## config.mk

```make
export PLATFORM = sky130hd
export DESIGN_NAME = uart_result_tx_flat
export DESIGN_NICKNAME = d
export VERILOG_FILES = /design/src/rtl/uart_result_tx_if.sv /design/src/rtl/uart_result_tx.sv /design/src/flat_wrapper.sv
export SDC_FILE = /design/constraint.sdc
export NUM_CORES = 1
export LEC_CHECK = 0
export CAP_MARGIN = 20
export CORE_ASPECT_RATIO = 1.2
export CORE_UTILIZATION = 52
export CTS_CLUSTER_SIZE = 8
export DETAILED_ROUTE_END_ITERATION = 12
export GPL_TIMING_DRIVEN = 0
export PLACE_DENSITY = 0.81
export SLEW_MARGIN = 20
export SYNTH_ARGS = -nofsm -noshare
export SYNTH_HDL_FRONTEND = slang
export SYNTH_SLANG_ARGS = --single-unit
```

## constraint.sdc

```tcl
create_clock -name clk -period 4.2 [get_ports clk]
set_clock_uncertainty 0.15 [all_clocks]
set_input_delay 0.84 -clock clk [delete_from_list [all_inputs] [get_ports clk]]
set_output_delay 0.84 -clock clk [all_outputs]
set_load 0.05 [all_outputs]
```

## src/rtl/uart_result_tx_if.sv

```systemverilog
// Handshake/serial bundle for the result transmitter.
//   send      : request pulse from the network's completion event
//   digit     : 4-bit argmax result, sampled when send is accepted
//   tx_serial : UART line, idle high
//   busy      : packet in flight
//   done      : one-cycle pulse at the end of the last stop bit
// master = requester side, slave = transmitter side.
interface uart_result_tx_if;
    logic       send;
    logic [3:0] digit;
    logic       tx_serial;
    logic       busy;
    logic       done;

    modport master (output send, output digit, input tx_serial, input busy, input done);
    modport slave  (input send, input digit, output tx_serial, output busy, output done);
endinterface

```

## src/rtl/uart_result_tx.sv

```systemverilog
// Serial result transmitter: on an accepted send pulse, latches the digit and
// sends a 3-byte packet {0xA5, ASCII digit or '?', XOR checksum} as 8N1 UART,
// LSB first, with no gap between bytes.
// Ports:
//   clk   : system clock, rising edge
//   reset : asynchronous, active-high; forces the line high at once
//   io    : uart_result_tx_if.slave (send, digit in; tx_serial, busy, done out)
// All outputs are registered; there is no combinational input-to-output path.
module uart_result_tx #(
    parameter int CLKS_PER_BIT = 434
) (
    input  logic           clk,
    input  logic           reset,
    uart_result_tx_if.slave io
);

    localparam int CNT_W = (CLKS_PER_BIT > 1) ? $clog2(CLKS_PER_BIT) : 1;
    localparam logic [CNT_W-1:0] CNT_MAX = CNT_W'(CLKS_PER_BIT - 1);

    typedef enum logic [1:0] {IDLE, START, DATA, STOP} state_t;

    state_t           state;
    logic [CNT_W-1:0] baud_cnt;
    logic [1:0]       byte_idx;
    logic [2:0]       bit_idx;
    logic [3:0]       digit_q;

    logic [7:0] ascii_byte;
    logic [7:0] cur_byte;
    logic       slot_end;

    always_comb begin
        ascii_byte = (digit_q <= 4'd9) ? (8'h30 + {4'd0, digit_q}) : 8'h3F;
        case (byte_idx)
            2'd0:    cur_byte = 8'hA5;
            2'd1:    cur_byte = ascii_byte;
            default: cur_byte = 8'hA5 ^ ascii_byte;
        endcase
        slot_end = (baud_cnt == CNT_MAX);
    end

    // Each transition loads tx_serial with the level of the slot being
    // entered, so the line changes on the same edge as the state.
    always_ff @(posedge clk or posedge reset) begin
        if (reset) begin
            state        <= IDLE;
            baud_cnt     <= '0;
            byte_idx     <= '0;
            bit_idx      <= '0;
            digit_q      <= '0;
            io.tx_serial <= 1'b1;
            io.busy      <= 1'b0;
            io.done      <= 1'b0;
        end else begin
            io.done <= 1'b0;
            case (state)
                IDLE: begin
                    baud_cnt <= '0;
                    if (io.send) begin
                        digit_q      <= io.digit;
                        byte_idx     <= 2'd0;
                        bit_idx      <= 3'd0;
                        state        <= START;
                        io.tx_serial <= 1'b0;
                        io.busy      <= 1'b1;
                    end
                end
                START: begin
                    if (slot_end) begin
                        baud_cnt     <= '0;
                        bit_idx      <= 3'd0;
                        state        <= DATA;
                        io.tx_serial <= cur_byte[0];
                    end else begin
                        baud_cnt <= baud_cnt + CNT_W'(1);
                    end
                end
                DATA: begin
                    if (slot_end) begin
                        baud_cnt <= '0;
                        if (bit_idx == 3'd7) begin
                            state        <= STOP;
                            io.tx_serial <= 1'b1;
                        end else begin
                            bit_idx      <= bit_idx + 3'd1;
                            io.tx_serial <= cur_byte[bit_idx + 3'd1];
                        end
                    end else begin
                        baud_cnt <= baud_cnt + CNT_W'(1);
                    end
                end
                STOP: begin
                    if (slot_end) begin
                        baud_cnt <= '0;
                        if (byte_idx != 2'd2) begin
                            byte_idx     <= byte_idx + 2'd1;
                            state        <= START;
                            io.tx_serial <= 1'b0;
                        end else begin
                            // busy drops with done, so a send in this cycle
                            // is accepted on the next edge.
                            state        <= IDLE;
                            io.busy      <= 1'b0;
                            io.done      <= 1'b1;
                            io.tx_serial <= 1'b1;
                        end
                    end else begin
                        baud_cnt <= baud_cnt + CNT_W'(1);
                    end
                end
                default: state <= IDLE;
            endcase
        end
    end

endmodule
```

## src/flat_wrapper.sv

```systemverilog
// flat-port wrapper written by rule: the top's interface ports become plain ports
module uart_result_tx_flat 
#(
    parameter int CLKS_PER_BIT = 434
)
  (clk, reset, io_send, io_digit, io_tx_serial, io_busy, io_done);
  uart_result_tx_if io_i ();
  input  logic clk;
  input  logic reset;
  input wire logic [$bits(io_i.send)-1:0] io_send;
  input wire logic [$bits(io_i.digit)-1:0] io_digit;
  output wire logic [$bits(io_i.tx_serial)-1:0] io_tx_serial;
  output wire logic [$bits(io_i.busy)-1:0] io_busy;
  output wire logic [$bits(io_i.done)-1:0] io_done;
  assign io_i.send = io_send;
  assign io_i.digit = io_digit;
  assign io_tx_serial = io_i.tx_serial;
  assign io_busy = io_i.busy;
  assign io_done = io_i.done;
  uart_result_tx #(.CLKS_PER_BIT(CLKS_PER_BIT)) u_core (.clk(clk), .reset(reset), .io(io_i));
endmodule
```

==> impl_metrics.tcl <==
set metrics [dict create \
    grt_use_total_pct 20.9 \
    total_power_mw 0.762 \
    drive_above_1_share_pct 9.88 \
    cts_resized 0 \
    min_period_over_period_pct 63.3 \
    htree_levels 1 \
    arrival_ns 1.67 \
    crit_path_end_kind "output pin" \
    cts_buffers 3 \
    dr.pass1.iters 4 \
    num-nets-final 182 \
    worstSetupStartpointType "flop" \
    path_max_fanout 3 \
    diodes 0 \
    rsz0062_at_grt "false" \
    reg2regPathDepth 6 \
    hold_path.class "reg2reg" \
    die_h_um 58.8 \
    maxSlewViolCount 0 \
    die_x_um 49.3 \
    post_cts_buffers 0 \
    cpPeakStageDelay_ns 0.79 \
    gp_congestion 0.916 \
    areaGrowthSynthToFinish_pct 11.4 \
    initial_core_util_pct 54.7 \
    antenna_found_initial 0 \
    cts_tree "built" \
    numClockSinks 23 \
    timing.final.ws_setup_ns 1.54 \
    die_area_mm2 0.00290 \
    worstSkewPairLatency_ns 0.31 \
    num_vias 1113 \
    hold_violations 0 \
    synth-async-reset-ratio_pct 100 \
    cts_max_path_buffers 2 \
    drc 0 \
    worst_slew_pin_slew_ns 0.859 \
    fp-row-count 20 \
    critical_path.cell_chain "clkdlybuf4s50_1" \
    dp_hpwl_um 2040 \
    synthesis.nets 168 \
    drt_iter0_markers 18 \
    yosys-top-cells-area "dfrtp_1 39%, ha_1 11%, nor2_1 5.4%" \
    synth.top_cell.area_share_pct 39.4 \
    synth_edf_count 0 \
    place_area_mm2 0.00153 \
    crit_required_ns 3.21 \
    ys_seq_elements 23 \
    layout_common_cells "22 x dfrtp_1, 20 x nor2_1, 12 x inv_1, 12 x ha_1, 10 x nand2_1" \
    ys.flop_type "dfrtp_1" \
    dp.cells 191 \
    grt_pass1_wl_um 4640 \
    cp.depth 1 \
    cts_root_buf "clkbuf_4" \
    stdcell_count 195 \
    cp_num_buf_inv 1 \
    clk_pin_slew_worst_paths_ns 0.12 \
    setup_viol 0 \
    layout_commonest_cell "dfrtp_1" \
    yosys.area.top_type "dfrtp_1" \
    ys_types 41 \
    setup_tns_ns 0 \
    slew_headroom_pct 42.7 \
    routed_wirelength_um 2630 \
    pre_cts_slack_ns 1.87 \
    wl_per_cell_um 13.5 \
    worst-setup-path-type "reg2out" \
    drtAntennaViolNets 0 \
    critPathTopFamily "buffers and inverters" \
    viasPerCell 5.71 \
    status "complete, no violations" \
    peakVddDrop_mv 0.278 \
    slowest_stage "clkdlybuf4s50_1" \
    io_buffers 9 \
    finalCriticalPeriod_ns 2.66 \
    grt_max_degree 24 \
    ys_warn_count 0 \
    grt_pass1_vias 1158 \
    final_area_mm2 0.00156 \
    netlist_area_mm2 0.00140 \
    syn_inst 149 \
    timing.fmax_mhz 376 \
    hold_buffers 0 \
    ys_seq_area_share_pct 41.3 \
    syn_area_per_cell_um2 9.37 \
    p_leak_nw 0.672 \
    io-pin-count 10 \
    min_path_cells 1 \
    drv_cap 0 \
    powerDensity_mw_per_mm2 490 \
    grt_overflow 0 \
    core-area_mm2 0.00255 \
]
## report_power, final
group	internal (mW)	total, mW	switching (mW)
combinational	0.148	0.332	0.184
clock	0.0356	0.102	0.0665
sequential	0.272	0.327	0.0550
## area by class of cell
type	instances	area, um2
Clock buffer	3	22.5
Clock inverter	1	5.00
Multi-Input combinational cell	110	754
Inverter	12	45.0
Sequential cell	23	577
Fill cell	244	997
Tap cell	33	41.3
Timing Repair Buffer	9	90.1
Buffer	4	20.0
## per-layer routing
layer | share of wire, % | vias to the layer above | wire (um) | global-route usage [%]
li1 | - | 552 | - | -
met1 | 43 | 547 | 1140 | 22.1
met2 | 54 | 10 | 1420 | 41.9
met3 | 1.7 | 4 | 44 | 3.10
met4 | 1.2 | 0 | 31 | 6.30
met5 | 0 | - | 0 | 0
## final timing paths
path / from / end / slack (ns)
setup / recovery: u_core.io.tx_serial$_DFFE_PP1P_ / io_tx_serial / 1.54
hold / removal: u_core.baud_cnt[0]$_DFF_PP0_ / u_core.baud_cnt[0]$_DFF_PP0_ / 0.36
setup reg to reg: u_core.baud_cnt[3]$_DFF_PP0_ / u_core.byte_idx[0]$_DFFE_PP0P_ / 1.91
hold reg to reg: u_core.baud_cnt[0]$_DFF_PP0_ / u_core.baud_cnt[0]$_DFF_PP0_ / 0.36
max in group asynchronous: reset / u_core.byte_idx[0]$_DFFE_PP0P_ / 2.53
min in group asynchronous: reset / u_core.baud_cnt[5]$_DFF_PP0_ / 0.84
## registers in the layout (all words and copies together) (netlist names)
register and count:
u_core.io.tx_serial 1, u_core.state 2, u_core.io.done 1, u_core.baud_cnt 9, u_core.bit_idx 3, u_core.digit_q 4, u_core.io.busy 1, u_core.byte_idx 2
## cell usage after synthesis, types with 2 or more instances
library cell,instances
ha_1,12
o21ai_0,9
nand2b_1,3
or4_1,2
nor2_1,20
mux2_2,5
o22ai_1,2
xnor2_1,3
a21oi_1,4
nand3_1,4
dfrtp_1,22
nand2_1,10
inv_1,12
a221oi_1,2
clkbuf_1,2
xor2_1,3
o21a_1,3
o31ai_1,3
nand4_1,4
nor3_1,3
## kinds of logic (layout without fill, tap and decap cells)
family	after synthesis	in the layout	synth area share (%)
fa+ha+maj	12	12	10.8
xor+xnor	6	6	3.76
compound gates	34	34	16.9
flops	23	23	41.3
simple gates	53	53	18.5
mux	5	5	4.03
buf+inv	16	29	4.66
## stage by stage
step / hold WS (ns) / utilization [%]
floorplan: 0.303 / -
global placement: 0.323 / 59.9
detailed placement: 0.344 / 59.9
CTS: 0.361 / 60.9
global route: 0.377 / 60.9
finish: 0.356 / 60.9
Note: power is estimated with default switching activity, not from simulation.
